<file path="config.mk">
export PLATFORM = sky130hd
export DESIGN_NAME = mem_arbiter
export DESIGN_NICKNAME = d
export VERILOG_FILES = /design/src/rtl/riscv_mem_pkg.sv /design/src/rtl/mem_arb_starve_ctr.sv /design/src/rtl/mem_arbiter.sv
export SDC_FILE = /design/constraint.sdc
export NUM_CORES = 1
export LEC_CHECK = 0
export ABC_AREA = 1
export BUFFER_PORTS_ARGS = -buffer_cell sky130_fd_sc_hd__buf_4
export CORE_AREA = 4 4 106 108
export CTS_CLUSTER_DIAMETER = 60
export DETAILED_ROUTE_END_ITERATION = 6
export DIE_AREA = 0 0 110 112
export GPL_ROUTABILITY_DRIVEN = 0
export GPL_TIMING_DRIVEN = 0
export HOLD_SLACK_MARGIN = 0.02
export PLACE_DENSITY = 0.6
export SLEW_MARGIN = 20
export SYNTH_ARGS = -nofsm -noshare
export SYNTH_HDL_FRONTEND = slang
export SYNTH_HIERARCHICAL = 1
export SYNTH_SLANG_ARGS = --single-unit
</file>
<file path="constraint.sdc">
create_clock -name clk -period 5.2 [get_ports clk]
set_clock_uncertainty 0.2 [all_clocks]
set_input_delay 1.04 -clock clk [delete_from_list [all_inputs] [get_ports clk]]
set_output_delay 1.04 -clock clk [all_outputs]
set_load 0.005 [all_outputs]
</file>
<file path="src/rtl/riscv_mem_pkg.sv">
// Shared types for the unified instruction/data memory arbiter.
// Owner and state encodings are visible to the bench for inspection.
package riscv_mem_pkg;

    typedef enum logic {
        OWN_IF = 1'b0,
        OWN_D  = 1'b1
    } owner_t;

    typedef enum logic {
        IDLE = 1'b0,
        WAIT = 1'b1
    } arb_state_t;

    localparam int STRB_W = 4;

endpackage

</file>
<file path="src/rtl/mem_arb_starve_ctr.sv">
// Saturating count of fetch denials; force_if hands the next grant to fetch.
module mem_arb_starve_ctr #(
    parameter int  STARVE_MAX = 4,
    localparam int CNT_W      = $clog2(STARVE_MAX + 1)
) (
    input  logic             clk,
    input  logic             rst,
    input  logic             inc,
    input  logic             clr,
    output logic [CNT_W-1:0] cnt,
    output logic             force_if
);

    localparam logic [CNT_W-1:0] CNT_MAX = CNT_W'(STARVE_MAX);

    // NOTE: sequential state is updated with non-blocking assignments so every
    // register samples the pre-edge values of its inputs.
    always_ff @(posedge clk or posedge rst) begin
        if (rst) begin
            cnt <= '0;
        end else if (clr) begin
            cnt <= '0;
        end else if (inc && (cnt != CNT_MAX)) begin
            cnt <= cnt + CNT_W'(1);
        end
    end

    assign force_if = (cnt == CNT_MAX);

endmodule

</file>
<file path="src/rtl/mem_arbiter.sv">
// Single-port memory arbiter between instruction fetch and the MEM stage.
// One transaction in flight; responses are routed to the owner with no added latency.
module mem_arbiter
    import riscv_mem_pkg::*;
#(
    parameter int ADDR_W     = 32,
    parameter int DATA_W     = 32,
    parameter int STARVE_MAX = 4
) (
    input  logic              clk,
    input  logic              rst,

    input  logic              if_req,
    input  logic [ADDR_W-1:0] if_addr,
    input  logic              if_kill,
    output logic              if_gnt,
    output logic              if_rvalid,
    output logic [DATA_W-1:0] if_rdata,
    output logic              if_stall,

    input  logic              d_req,
    input  logic              d_we,
    input  logic [ADDR_W-1:0] d_addr,
    input  logic [DATA_W-1:0] d_wdata,
    input  logic [STRB_W-1:0] d_wstrb,
    output logic              d_gnt,
    output logic              d_rvalid,
    output logic [DATA_W-1:0] d_rdata,
    output logic              d_stall,

    output logic              mem_req,
    output logic              mem_we,
    output logic [ADDR_W-1:0] mem_addr,
    output logic [DATA_W-1:0] mem_wdata,
    output logic [STRB_W-1:0] mem_wstrb,
    input  logic              mem_rvalid,
    input  logic [DATA_W-1:0] mem_rdata
);

    localparam int CNT_W = $clog2(STARVE_MAX + 1);

    arb_state_t       state;
    owner_t           owner;
    logic             drop;
    logic [CNT_W-1:0] starve_cnt;
    logic             force_if;

    logic issue_ok;
    logic if_win;
    logic d_win;
    logic resp_hit;

    // Issue in IDLE, or in WAIT on the response cycle for back-to-back traffic.
    // Gating with rst keeps every output low while reset is held.
    assign issue_ok = ~rst & ((state == IDLE) | mem_rvalid);
    assign if_win   = issue_ok & if_req & (force_if | ~d_req);
    assign d_win    = issue_ok & d_req & ~(force_if & if_req);

    assign if_gnt  = if_win;
    assign d_gnt   = d_win;
    assign mem_req = if_win | d_win;

    // NOTE: every signal driven in always_comb gets a default first, so no
    // path leaves it unassigned and no latch is inferred.
    always_comb begin
        mem_we    = 1'b0;
        mem_addr  = '0;
        mem_wdata = '0;
        mem_wstrb = '0;
        if (d_win) begin
            mem_we    = d_we;
            mem_addr  = d_addr;
            mem_wdata = d_wdata;
            mem_wstrb = d_wstrb;
        end else if (if_win) begin
            mem_addr  = if_addr;
        end
    end

    // A response in IDLE is spurious (e.g. from a transaction lost to reset).
    assign resp_hit  = ~rst & mem_rvalid & (state == WAIT);
    assign if_rvalid = resp_hit & (owner == OWN_IF) & ~drop & ~if_kill;
    assign d_rvalid  = resp_hit & (owner == OWN_D);

    assign if_rdata = if_rvalid ? mem_rdata : '0;
    assign d_rdata  = d_rvalid  ? mem_rdata : '0;

    assign if_stall = ~rst & if_req & ~if_rvalid;
    assign d_stall  = ~rst & d_req & ~d_rvalid;

    always_ff @(posedge clk or posedge rst) begin
        if (rst) begin
            state <= IDLE;
            owner <= OWN_IF;
            drop  <= 1'b0;
        end else if (mem_req) begin
            state <= WAIT;
            owner <= d_win ? OWN_D : OWN_IF;
            drop  <= 1'b0;
        end else begin
            if ((state == WAIT) && mem_rvalid) begin
                state <= IDLE;
            end
            // A redirect orphans the outstanding fetch; its response is swallowed.
            if ((state == WAIT) && (owner == OWN_IF) && if_kill) begin
                drop <= 1'b1;
            end
        end
    end

    mem_arb_starve_ctr #(
        .STARVE_MAX (STARVE_MAX)
    ) u_starve_ctr (
        .clk      (clk),
        .rst      (rst),
        .inc      (d_win & if_req),
        .clr      (if_win),
        .cnt      (starve_cnt),
        .force_if (force_if)
    );

endmodule

</file>
==> impl_metrics.toml <==
[drt]
wl_per_cell_um = 11.58
dr.pass1.iters = 4
vias = 2962
drc = 0
detailedRoute.firstIterationViolations = 72
ant_nets = 0
drt-total-wl_um = 8846
via_per_inst = 3.877

[cells_and_area]
layout_commonest_cell = "buf_4"
antennaDiodeCount = 0
layout-drive-gt1-share_pct = 48.57
layout_common_cells = "buf_4 (281), nand2_1 (111), nor2_1 (107)"
filler_cell_count = 1104
fin_nets = 771
syn2layout_area_growth_pct = 149.0
final_area_um2 = 3841

[placement]
dpl.hpwl_um = 8034
dpl_cell_area_um2 = 3800
portBuffers = 278

[critical_path]
crit_path_end_kind = "output pin"
crit_fanout = 10
reg2reg_to = "u_starve_ctr/cnt[2]$_DFFE_PP0P_"
critPathKind = "in2out"
crit_required_ns = 3.96
reg2reg_slack_ns = 3.08
r2r_start = "u_starve_ctr/cnt[0]$_DFFE_PP0P_"
reg2reg_depth = 13
cp-startpoint = "rst"
critPathCapture = "d_rdata[15]"
worst_setup_path_start_kind = "primary input"
arrival_ns = 2.23

[cts]
htreeDepth = 1
cts_tree = "done"
cts_hold_buf = 0
cts_max_path_buffers = 2
cts.clk_slew.worst_paths_ns = 0.03
clockRootBuffer = "clkbuf_8"
cts_buffers = 3
post_cts_buffers = 0
post_cts_resized = 0
cts.sinks = 6
insertion_delay_ns = 0.22

[timing]
fin_crit_sh_pct = 66.79
setup_viol = 0
hold_viol = 0
finalCriticalPeriod_ns = 3.473
worst_pin_slew_ns = 0.3832
tns_ns = 0
rsz0062_at_grt = "false"
drv_slew = 0
fmax_mhz = 287.9
slew_headroom_pct = 74.38

[yosys]
synthAdderAreaFrac_pct = 1.622
ys_types = 17
synth_seq_cells = 6
synth_largest_area_cell = "nand2_1"
yosys_warnings = 6
synth_area_leaders = "nand2_1 (27%), nor2_1 (26%), inv_1 (20%)"
avgSynthCellArea_um2 = 4.446
syn-cell-area_um2 = 1543
syn_nets = 488
synth_cells = 347
synth_mux_area_share_pct = 0
yosys.area.top_type_share_pct = 27.01
synth_xor_area_share_pct = 0
synth_top_family_by_area = "simple AND/OR/NAND/NOR gates"
ys_seq_area_share_pct = 9.732
synth-simple-area-share_pct = 60.18
synth_compound_area_share_pct = 0.6488

[worst_hold_path]
hold_class = "reg2reg"

[grt]
grtUsageMet2_pct = 25.32
grt_max_degree = 12
met1_usage_pct = 12.08
grt_pass1_vias = 2803
overflow = 0
track_usage_pct = 12.64
grt_pass1_wl_um = 12590
antenna_found_initial = 0
grt-busiest-layer = "met2"
grt_use_met3_pct = 3.594

[power]
ir_drop_mv = 0.03627
power-per-cell-area_nw_per_um2 = 99.31
p_leak_nw = 2.619

[die]
fp.dieW_um = 110
core-area_um2 = 10230
die_area_um2 = 12320
num_rows = 37
die_h_um = 112
start_util_pct = 15.08
io_pins = 279

[job]
maxCapViolCount = 0

[status]
status = "completed"
-- registers in the layout (all words and copies together) (netlist names) --
name / count
drop: 1
owner: 1
state: 1
u_starve_ctr/cnt: 3
-- cell families after synthesis --
group | count (synthesis)
and+or+nand+nor | 235
buffers and inverters | 102
DFF | 6
AOI/OAI and AO/OA | 2
adders and majority gates | 2
-- power by group --
part	total (W)	internal, W	switching (W)
Clock	0.0000701	0.0000498	0.0000204
Combinational	0.000248	0.000144	0.000104
Sequential	0.0000630	0.0000558	0.00000726
-- Yosys cell counts (all sizes together) --
cell,count
ha,2
buf,16
nor3,1
a21oi,2
nand3,5
nand4,4
nand3b,1
dfrtp,6
nand2,114
nor2,110
inv,86
-- layer usage --
layer	vias to the layer above	part of all wire [%]
li1	1522	-
met1	1254	34
met2	176	53
met3	10	12
met4	0	1.3
met5	-	0
-- final cells by class --
cell class / count / area [um2] / area share (%)
Inverter: 86 / 322.8 / 8.404
Tap cell: 136 / 170.2 / 4.430
Buffer: 16 / 106.4 / 2.769
Clock buffer: 3 / 41.29 / 1.075
Sequential cell: 6 / 150.1 / 3.909
Timing Repair Buffer: 278 / 2087 / 54.33
Multi-Input combinational cell: 239 / 963.4 / 25.08
-- worst max-delay path, stage by stage --
cell and delay (ns):
buf_4 0.13, inv_2 0.14, nand4_1 0.34, buf_2 0.31, nor2_1 0.14, buf_4 0.13
-- worst min-delay path by stage --
stage / startpoint / end / slack (ns) / cells past startpoint
after global placement: u_starve_ctr/cnt[1]$_DFFE_PP0P_ / u_starve_ctr/cnt[1]$_DFFE_PP0P_ / 0.31 / 2
final: u_starve_ctr/cnt[1]$_DFFE_PP0P_ / u_starve_ctr/cnt[1]$_DFFE_PP0P_ / 0.33 / 2
after global routing: owner$_DFFE_PP0P_ / owner$_DFFE_PP0P_ / 0.36 / 2
after detailed placement: owner$_DFFE_PP0P_ / owner$_DFFE_PP0P_ / 0.32 / 2
after floorplan: owner$_DFFE_PP0P_ / owner$_DFFE_PP0P_ / 0.28 / 2
after CTS: u_starve_ctr/cnt[1]$_DFFE_PP0P_ / u_starve_ctr/cnt[1]$_DFFE_PP0P_ / 0.33 / 2
-- through the flow --
stage | instances | power, W | util [%] | hold slack (ns) | worst slack (ns)
6_report | 764 | 0.0003815 | 37.54 | 0.3259 | 1.727
5_1_grt | 764 | 0.0004155 | 37.54 | 0.3624 | 1.608
4_1_cts | 764 | 0.0003869 | 37.54 | 0.3325 | 1.684
3_5_place_dp | 761 | 0.0003151 | 37.14 | 0.3225 | 1.684
3_3_place_gp | 761 | 0.0003099 | 37.14 | 0.3100 | 1.689
2_1_floorplan | 347 | 0.0001506 | - | 0.2757 | 2.235
(Power assumes the default switching activity.)
